--- src/rtl/rr_arb_pkg.sv ---
// Shared definitions for the round-robin arbiter that drives the 2-to-4 decoder.
// Holds the FSM encoding and the requester/address dimensions.
package rr_arb_pkg;

    localparam int NUM_REQ = 4;
    localparam int ADDR_W  = 2;

    typedef enum logic [1:0] {
        ST_IDLE  = 2'd0,
        ST_GRANT = 2'd1,
        ST_GAP   = 2'd2
    } state_e;

endpackage

--- src/rtl/rr_decoder_arbiter_if.sv ---
// Request/grant bundle between requesters and the arbiter feeding the decoder.
// The slave side is the arbiter; the master side is whatever drives req/done.
interface rr_decoder_arbiter_if
    import rr_arb_pkg::*;
#(
    parameter int HOLD_W = 4
);

    logic [NUM_REQ-1:0] req;
    logic               done;
    logic               addr0;
    logic               addr1;
    logic               enable;
    logic               timeout;
    logic [HOLD_W-1:0]  hold_count;

    modport master (
        output req, done,
        input  addr0, addr1, enable, timeout, hold_count
    );

    modport slave (
        input  req, done,
        output addr0, addr1, enable, timeout, hold_count
    );

endinterface

--- src/rtl/rr_pick.sv ---
// Circular priority search: the first requester found starting at ptr wins.
// Purely combinational; shared by the IDLE and GAP arbitration.
module rr_pick
    import rr_arb_pkg::*;
(
    input  logic [NUM_REQ-1:0] req,
    input  logic [ADDR_W-1:0]  ptr,
    output logic [ADDR_W-1:0]  pick,
    output logic               any_req
);

    logic [2*NUM_REQ-1:0] dbl;
    logic [NUM_REQ-1:0]   rot;
    logic [ADDR_W-1:0]    off;

    // Rotate so ptr lands at bit 0, find the lowest set bit, then rotate the index back.
    always_comb begin
        dbl     = {req, req};
        rot     = dbl[ptr +: NUM_REQ];
        any_req = |req;
        if (rot[0]) begin
            off = 2'd0;
        end else if (rot[1]) begin
            off = 2'd1;
        end else if (rot[2]) begin
            off = 2'd2;
        end else if (rot[3]) begin
            off = 2'd3;
        end else begin
            off = 2'd0;
        end
        pick = ptr + off;
    end

endmodule

--- src/rtl/rr_decoder_arbiter.sv ---
// Round-robin arbiter driving the decoder's addr/enable; decoder outputs act as grants.
// Break-before-make is enforced by a one-cycle GAP state between grants.
module rr_decoder_arbiter
    import rr_arb_pkg::*;
#(
    parameter int HOLD_MAX = 8,
    parameter int HOLD_W   = 4
)(
    input  logic                 clk,
    input  logic                 reset_n,
    rr_decoder_arbiter_if.slave  bus
);

    localparam logic [HOLD_W-1:0] HOLD_LAST = HOLD_W'(HOLD_MAX - 1);
    localparam logic [HOLD_W-1:0] HC_ONE    = HOLD_W'(1);
    localparam logic [HOLD_W-1:0] HC_ZERO   = HOLD_W'(0);

    state_e              state_q, state_d;
    logic [ADDR_W-1:0]   addr_q, addr_d;
    logic [ADDR_W-1:0]   ptr_q, ptr_d;
    logic [HOLD_W-1:0]   hc_q, hc_d;
    logic                enable_q, enable_d;
    logic                timeout_q, timeout_d;

    logic [ADDR_W-1:0]   pick;
    logic                any_req;
    logic                release_s;

    rr_pick u_pick (
        .req     (bus.req),
        .ptr     (ptr_q),
        .pick    (pick),
        .any_req (any_req)
    );

    // Next-state logic; release priority is done, then owner dropping req, then hold limit.
    always_comb begin
        state_d   = state_q;
        addr_d    = addr_q;
        ptr_d     = ptr_q;
        hc_d      = hc_q;
        enable_d  = enable_q;
        timeout_d = 1'b0;
        release_s = 1'b0;
        case (state_q)
            ST_IDLE, ST_GAP: begin
                hc_d = HC_ZERO;
                if (any_req) begin
                    state_d  = ST_GRANT;
                    addr_d   = pick;
                    enable_d = 1'b1;
                end else begin
                    state_d  = ST_IDLE;
                    enable_d = 1'b0;
                end
            end
            ST_GRANT: begin
                release_s = bus.done || !bus.req[addr_q] || (hc_q == HOLD_LAST);
                if (release_s) begin
                    state_d   = ST_GAP;
                    enable_d  = 1'b0;
                    ptr_d     = addr_q + 2'd1;
                    hc_d      = HC_ZERO;
                    timeout_d = !bus.done && bus.req[addr_q];
                end else begin
                    // Release fires at HOLD_LAST, so the count never passes it.
                    enable_d = 1'b1;
                    hc_d     = hc_q + HC_ONE;
                end
            end
            default: begin
                state_d  = ST_IDLE;
                enable_d = 1'b0;
                hc_d     = HC_ZERO;
            end
        endcase
    end

    // State and registered outputs; async reset drops enable without a clock.
    always_ff @(posedge clk or negedge reset_n) begin
        if (!reset_n) begin
            state_q   <= ST_IDLE;
            addr_q    <= 2'd0;
            ptr_q     <= 2'd0;
            hc_q      <= HC_ZERO;
            enable_q  <= 1'b0;
            timeout_q <= 1'b0;
        end else begin
            state_q   <= state_d;
            addr_q    <= addr_d;
            ptr_q     <= ptr_d;
            hc_q      <= hc_d;
            enable_q  <= enable_d;
            timeout_q <= timeout_d;
        end
    end

    assign bus.addr0      = addr_q[0];
    assign bus.addr1      = addr_q[1];
    assign bus.enable     = enable_q;
    assign bus.timeout    = timeout_q;
    assign bus.hold_count = hc_q;

endmodule

--- src/flat_wrapper.sv ---
// flat-port wrapper written by rule: the top's interface ports become plain ports
module rr_decoder_arbiter_flat import rr_arb_pkg::*;
#(
    parameter int HOLD_MAX = 8,
    parameter int HOLD_W   = 4
)
  (clk, reset_n, bus_req, bus_done, bus_addr0, bus_addr1, bus_enable, bus_timeout, bus_hold_count);
  rr_decoder_arbiter_if #(.HOLD_W(HOLD_W)) bus_i ();
  input  logic clk;
  input  logic reset_n;
  input wire logic [$bits(bus_i.req)-1:0] bus_req;
  input wire logic [$bits(bus_i.done)-1:0] bus_done;
  output wire logic [$bits(bus_i.addr0)-1:0] bus_addr0;
  output wire logic [$bits(bus_i.addr1)-1:0] bus_addr1;
  output wire logic [$bits(bus_i.enable)-1:0] bus_enable;
  output wire logic [$bits(bus_i.timeout)-1:0] bus_timeout;
  output wire logic [$bits(bus_i.hold_count)-1:0] bus_hold_count;
  assign bus_i.req = bus_req;
  assign bus_i.done = bus_done;
  assign bus_addr0 = bus_i.addr0;
  assign bus_addr1 = bus_i.addr1;
  assign bus_enable = bus_i.enable;
  assign bus_timeout = bus_i.timeout;
  assign bus_hold_count = bus_i.hold_count;
  rr_decoder_arbiter #(.HOLD_MAX(HOLD_MAX), .HOLD_W(HOLD_W)) u_core (.clk(clk), .reset_n(reset_n), .bus(bus_i));
endmodule
--- config.mk ---
export PLATFORM = sky130hd
export DESIGN_NAME = rr_decoder_arbiter_flat
export DESIGN_NICKNAME = d
export VERILOG_FILES = /design/src/rtl/rr_arb_pkg.sv /design/src/rtl/rr_decoder_arbiter_if.sv /design/src/rtl/rr_pick.sv /design/src/rtl/rr_decoder_arbiter.sv /design/src/flat_wrapper.sv
export SDC_FILE = /design/constraint.sdc
export NUM_CORES = 1
export LEC_CHECK = 0
export CAP_MARGIN = 20
export CORE_MARGIN = 2
export CORE_UTILIZATION = 48
export CTS_CLUSTER_DIAMETER = 40
export DETAILED_ROUTE_END_ITERATION = 8
export PLACE_DENSITY = 0.76
export SYNTH_ARGS = -nofsm -noshare
export SYNTH_HDL_FRONTEND = slang
export SYNTH_SLANG_ARGS = --single-unit
--- constraint.sdc ---
create_clock -name clk -period 2.9 [get_ports clk]
set_clock_uncertainty 0.2 [all_clocks]
set_input_delay 0.58 -clock clk [delete_from_list [all_inputs] [get_ports clk]]
set_output_delay 0.58 -clock clk [all_outputs]
set_load 0.03 [all_outputs]
# Word level (Yosys, flattened, before mapping)
# Index checks and enable logic that the tools add are counted.
# classes
eq_ne	4
n_reduce_logical	10
n_shift	1
magnitude_cmp	1
muxes	16
add_sub_neg	3
# ops
op	n
2-bit 2-to-1 mux	5
4-bit 2-to-1 mux	2
8-bit by 3-bit indexed part select with 4-bit output	1
1-bit 2-to-1 mux	6
4-bit by 1-bit adder with 4-bit output, second input constant	1
4-bit by 3-bit equality test with 1-bit output, second input constant	1
2-bit case mux with 2 select lines	1
2-bit AND reduction	2
4-bit OR reduction	1
2-bit by 3-bit less-than comparator with 1-bit output, second input constant	1
2-bit by 1-bit adder with 2-bit output, second input constant	1
2-bit adder	1
1-bit binary-select mux with 2-bit select	1
2-bit by 1-bit equality test with 1-bit output, second input constant	1
2-bit equality test, second input constant	1
1-bit zero test	2
2-bit zero test	1
1-bit logical OR	2
2-bit by 1-bit != test with 1-bit output, second input constant	1
1-bit case mux with 2 select lines	1
2-bit OR reduction	1
1-bit logical AND	1
# word_totals
inputBits	7
elab_cells	41
register_bits	12
out_inout_bits	8

# Logic depth before layout (Yosys ltp)
# depth
ltp_word	7
depth_mapped	10
ltp_nobuf	9

# Modules after synthesis
# Synthesis repeated with hierarchy kept, for this count alone.
# unflattened
cells_unflattened	62
area_unflattened_um2	683.2
# modules_own_cells
mod	cells_each	seq_area_each_um2	area_per_inst_um2	n_inst
rr_decoder_arbiter	40	300.3	521.8	1
rr_pick	22	0.0	161.4	1

# Least setup slack after synthesis
# Ideal clock, no wire load.
# synth_timing
kind	input -> register
start	input bus_req[2]
end	register u_core.addr_q[1]
path_buffers	1
slack_ns	0.627
required_ns	2.569
setup_time_ns	0.131
cell_stages	10
arrival_ns	1.941
cell_sequence	buf_6 > nor2b_1 > a21oi_1 > o21ai_0 > a21boi_0 > ha_1 > xor2_1 > nor3_1 > o21ai_0 > or3b_1
# synth_via
elab_chain_cells	6
elab_cells_between_ends	8
cone_classes	add/sub: 1; shift: 1; mux: 4; reduce/logical: 2
# synth_rtl
element	line_no	source
start: declaration	flat_wrapper.sv:11	input wire logic [$bits(bus_i.req)-1:0] bus_req;
8-bit by 3-bit indexed part select with 4-bit output	rr_pick.sv:19	rot = dbl[ptr +: NUM_REQ];
2-bit 2-to-1 mux	rr_pick.sv:27	end else if (rot[3]) begin
2-bit 2-to-1 mux	rr_pick.sv:25	end else if (rot[2]) begin
2-bit 2-to-1 mux	rr_pick.sv:23	end else if (rot[1]) begin
2-bit 2-to-1 mux	rr_pick.sv:21	if (rot[0]) begin
2-bit adder	rr_pick.sv:32	pick = ptr + off;
end signal: assignment	rr_decoder_arbiter.sv:90	addr_q <= addr_d;
end: declaration	rr_decoder_arbiter.sv:19	logic [ADDR_W-1:0] addr_q, addr_d;
# Parallel ways exist; a longest one is shown, timed or not.
# A chain may end at the register's enable or synchronous reset.

# Final worst setup path
# layout_timing
start	input bus_req[3]
end	register u_core.addr_q[1]
# The elaborated chain is that of the path after synthesis.

==> run_results.csv <==
group,metric,value,unit
critical_path,timing.critical_path.mode_cell,"o21ai_0",
clock_tree,path_clk_slew,0.06,ns
yosys,avgSynthCellArea,9.94,um2
power,power,764,uW
grt,grt_pass1_wl,2.27,mm
detailed_routing,drc,0,
clock_tree,cts_hold_buffers,0,
power,leakage,0.000376,uW
placed_design,dp_slack,0.0473,ns
yosys,netlist_area,716,um2
final_layout,stdcell_count,105,
final_layout,fillers,108,
job,maxCapViolations,0,
clock_tree,clock_latency,0.27,ns
clock_tree,cts_resized,0,
power,internal-power,454,uW
sta,slew_violations,0,
detailed_routing,wl,1.34,mm
final_layout,area_growth,25.7,%
detailed_routing,dr.pass1.iters,4,
sta,relSlewSlack,0.664,
hold_path,hp-start,"u_core.bus.hold_count[0]",
critical_path,crit_required,2.84,ns
detailed_routing,antenna_left,0,
placed_design,placed_cells,102,
clock_tree,cts.htree.levels,1,
sta,final_hold_viol_count,0,
detailed_routing,routed_via_density,5.46,
grt,antenna_found_initial,0,
detailed_routing,vias,573,
yosys,synth_common_cells,"dfrtp_1, nor2_1, a21oi_1",
sta,fin_crit_sh,0.887,
sta,setup_ws,0.329,ns
yosys,async_reset_ff_frac,1.00,
power,swShare,0.406,
power,p_clk_frac,0.129,
placed_design,port_buffers,14,
critical_path,path_cells,"clkdlybuf4s50_1 > nor2b_1 > a21oi_1 > o21ai_0 > a21boi_0 > ha_1 > xor2_1 > nor3_1 > o21ai_0 > or3b_1",
sta,finalSetupTns,0,ns
floorplanning,ios,15,
clock_tree,root_buffer,"clkbuf_4",
final_layout,multi_input_area,373,um2
critical_path,endpoint_kind,"flop",
yosys,synth.most_common_cell,"dfrtp_1",
yosys,synthFlopType,"dfrtp_1",
hold_path,hp-class,"flop to flop",
final_layout,ff_latch_area,300,um2
floorplanning,rows,13,
grt,grt_max_degree,13,
yosys,synth.yosys.warnings,0,
yosys,synth_top_area_share,0.420,
grt,grt_util_all_layers,0.175,
power,power_density,849,nW/um2
critical_path,critical_path_class,"input port to flop",
power,seqPwrFrac,0.394,
yosys,ys_seq_area_frac,0.420,
critical_path,worstReg2RegStart,"u_core.ptr_q[1]",
floorplanning,fp.coreArea,1350,um2
floorplanning,die-height,42.6,um
grt,grt_pass1_vias,529,
sta,rsz0062_at_grt,"no",
yosys,synthDistinctLibCells,30,
clock_tree,cts_tree,"built",
placed_design,dpl-instance-area,877,um2
hold_path,min_delay_path_depth,1,
detailed_routing,drtIter0Drc,5,
floorplanning,die_area,1820,um2
critical_path,path_buf_inv,1,
sta,finalCriticalPeriod,2.57,ns
power,switchingPower,310,uW
power,max-vdd-ir-drop,0.652,mV
final_layout,nets,101,
clock_tree,clockBufferDepth,2,
final_layout,design_area,900,um2
critical_path,critPathTopFamily,"simple AND/OR/NAND/NOR gates",
critical_path,cp.arrival,2.52,ns
yosys,ys_ff_latch,12,
sta,fmax,0.389,GHz
clock_tree,post_cts_buffers,0,
yosys,synth-edff-count,0,
clock_tree,cts.sink_count,12,
status,outcome,"completed",
clock_tree,numCtsBuffers,3,
final_layout,drive_above_1_share,0.133,
critical_path,cp-start-kind,"input port",
sta,worst_pin_slew,0.503,ns
power,power_frac_comb,0.477,
floorplanning,initial_core_util,0.530,
critical_path,critical_path.max_stage_delay,0.47,ns
critical_path,cp_max_fo,2,
placed_design,gp_congestion,0.774,
sta,setup_viol,0,
grt,overflow,0,
final_layout,diodes,0,
hold_path,min_to,"u_core.bus.hold_count[0]",
yosys,syn_inst,72,
yosys,yosysTopAreaCell,"dfrtp_1",
yosys,syn_nets,81,
yosys,synth.area.top_cells,"dfrtp_1, a21oi_1, nor2_1, a311oi_4, ha_1",
critical_path,r2r_slack,0.67,ns
critical_path,slowest_stage,"clkdlybuf4s50_1",
critical_path,r2r-end,"u_core.addr_q[1]",
detailed_routing,routedWlPerCell,12.8,um
floorplanning,die_x,42.6,um
placed_design,dp_hpwl,1.05,mm
critical_path,ff2ff_path_depth,9,
## metal layers
metal / vias up / global-route usage / part of all wire
li1: 291 / - / -
met1: 265 / 0.222 / 0.48
met2: 13 / 0.255 / 0.44
met3: 4 / 0.0776 / 0.059
met4: 0 / 0.0750 / 0.019
met5: - / 0 / 0
## logic make-up after synthesis
logic type / Yosys count / share of synthesized area
compound gates: 15 / 0.149
xor+xnor: 3 / 0.0367
fa+ha+maj: 2 / 0.0350
buf+inv: 7 / 0.0594
flops: 12 / 0.420
mux: 4 / 0.0769
simple gates: 29 / 0.224
## flip-flops by register name, summed over array words and instances (netlist names)
register	flops
u_core.bus.hold_count	4
u_core.addr_q	2
u_core.ptr_q	2
u_core.state_q	2
u_core.bus.enable	1
u_core.bus.timeout	1
## cell usage in the layout (no fill, tap or decap), types with 2 or more instances in the layout
cell | netlist | layout
nand2_1 | 4 | 4
buf_4 | 0 | 4
clkdlybuf4s50_1 | 0 | 14
nand3b_1 | 2 | 2
nor2b_1 | 2 | 2
nor2_1 | 8 | 8
dfrtp_1 | 12 | 12
clkbuf_4 | 0 | 3
o21ai_0 | 4 | 4
xnor2_1 | 2 | 2
a21oi_1 | 7 | 7
nand3_1 | 2 | 2
inv_1 | 4 | 4
nor3_1 | 4 | 4
ha_1 | 2 | 2
## metrics by stage
stage                     hold WS, ns  utilization
after global routing            0.326        0.666
after CTS                       0.312        0.666
after global placement          0.278        0.650
after detailed placement        0.302        0.650
final                           0.305        0.666
after floorplan                0.0844            -
## layout make-up
class                   instances  share of cell area
repair buffers                 18               0.189
well taps                      15              0.0209
inverters                       4              0.0167
flip-flops and latches         12               0.334
clock buffers                   3              0.0250
multi-input cells              53               0.414
## power groups by stage
| stage | Sequential (uW) | Combinational, uW | Clock [uW] |
|---|---|---|---|
| 6_report | 301 | 364 | 98.7 |
| 5_1_grt | 311 | 393 | 110 |
| 4_1_cts | 301 | 367 | 105 |
| 3_5_place_dp | 304 | 363 | 0 |
| 3_3_place_gp | 299 | 357 | 0 |
| 2_1_floorplan | 324 | 227 | 0 |
## worst max-delay path by stage
stage | to | cells after the start | start
2_1_floorplan | u_core.addr_q[1] | 10 | bus_req[2]
3_3_place_gp | u_core.addr_q[1] | 10 | bus_req[3]
3_5_place_dp | u_core.addr_q[1] | 10 | bus_req[3]
4_1_cts | u_core.addr_q[1] | 10 | bus_req[3]
5_1_grt | u_core.addr_q[1] | 10 | bus_req[3]
6_report | u_core.addr_q[1] | 10 | bus_req[3]
(Power assumes the default switching activity.)
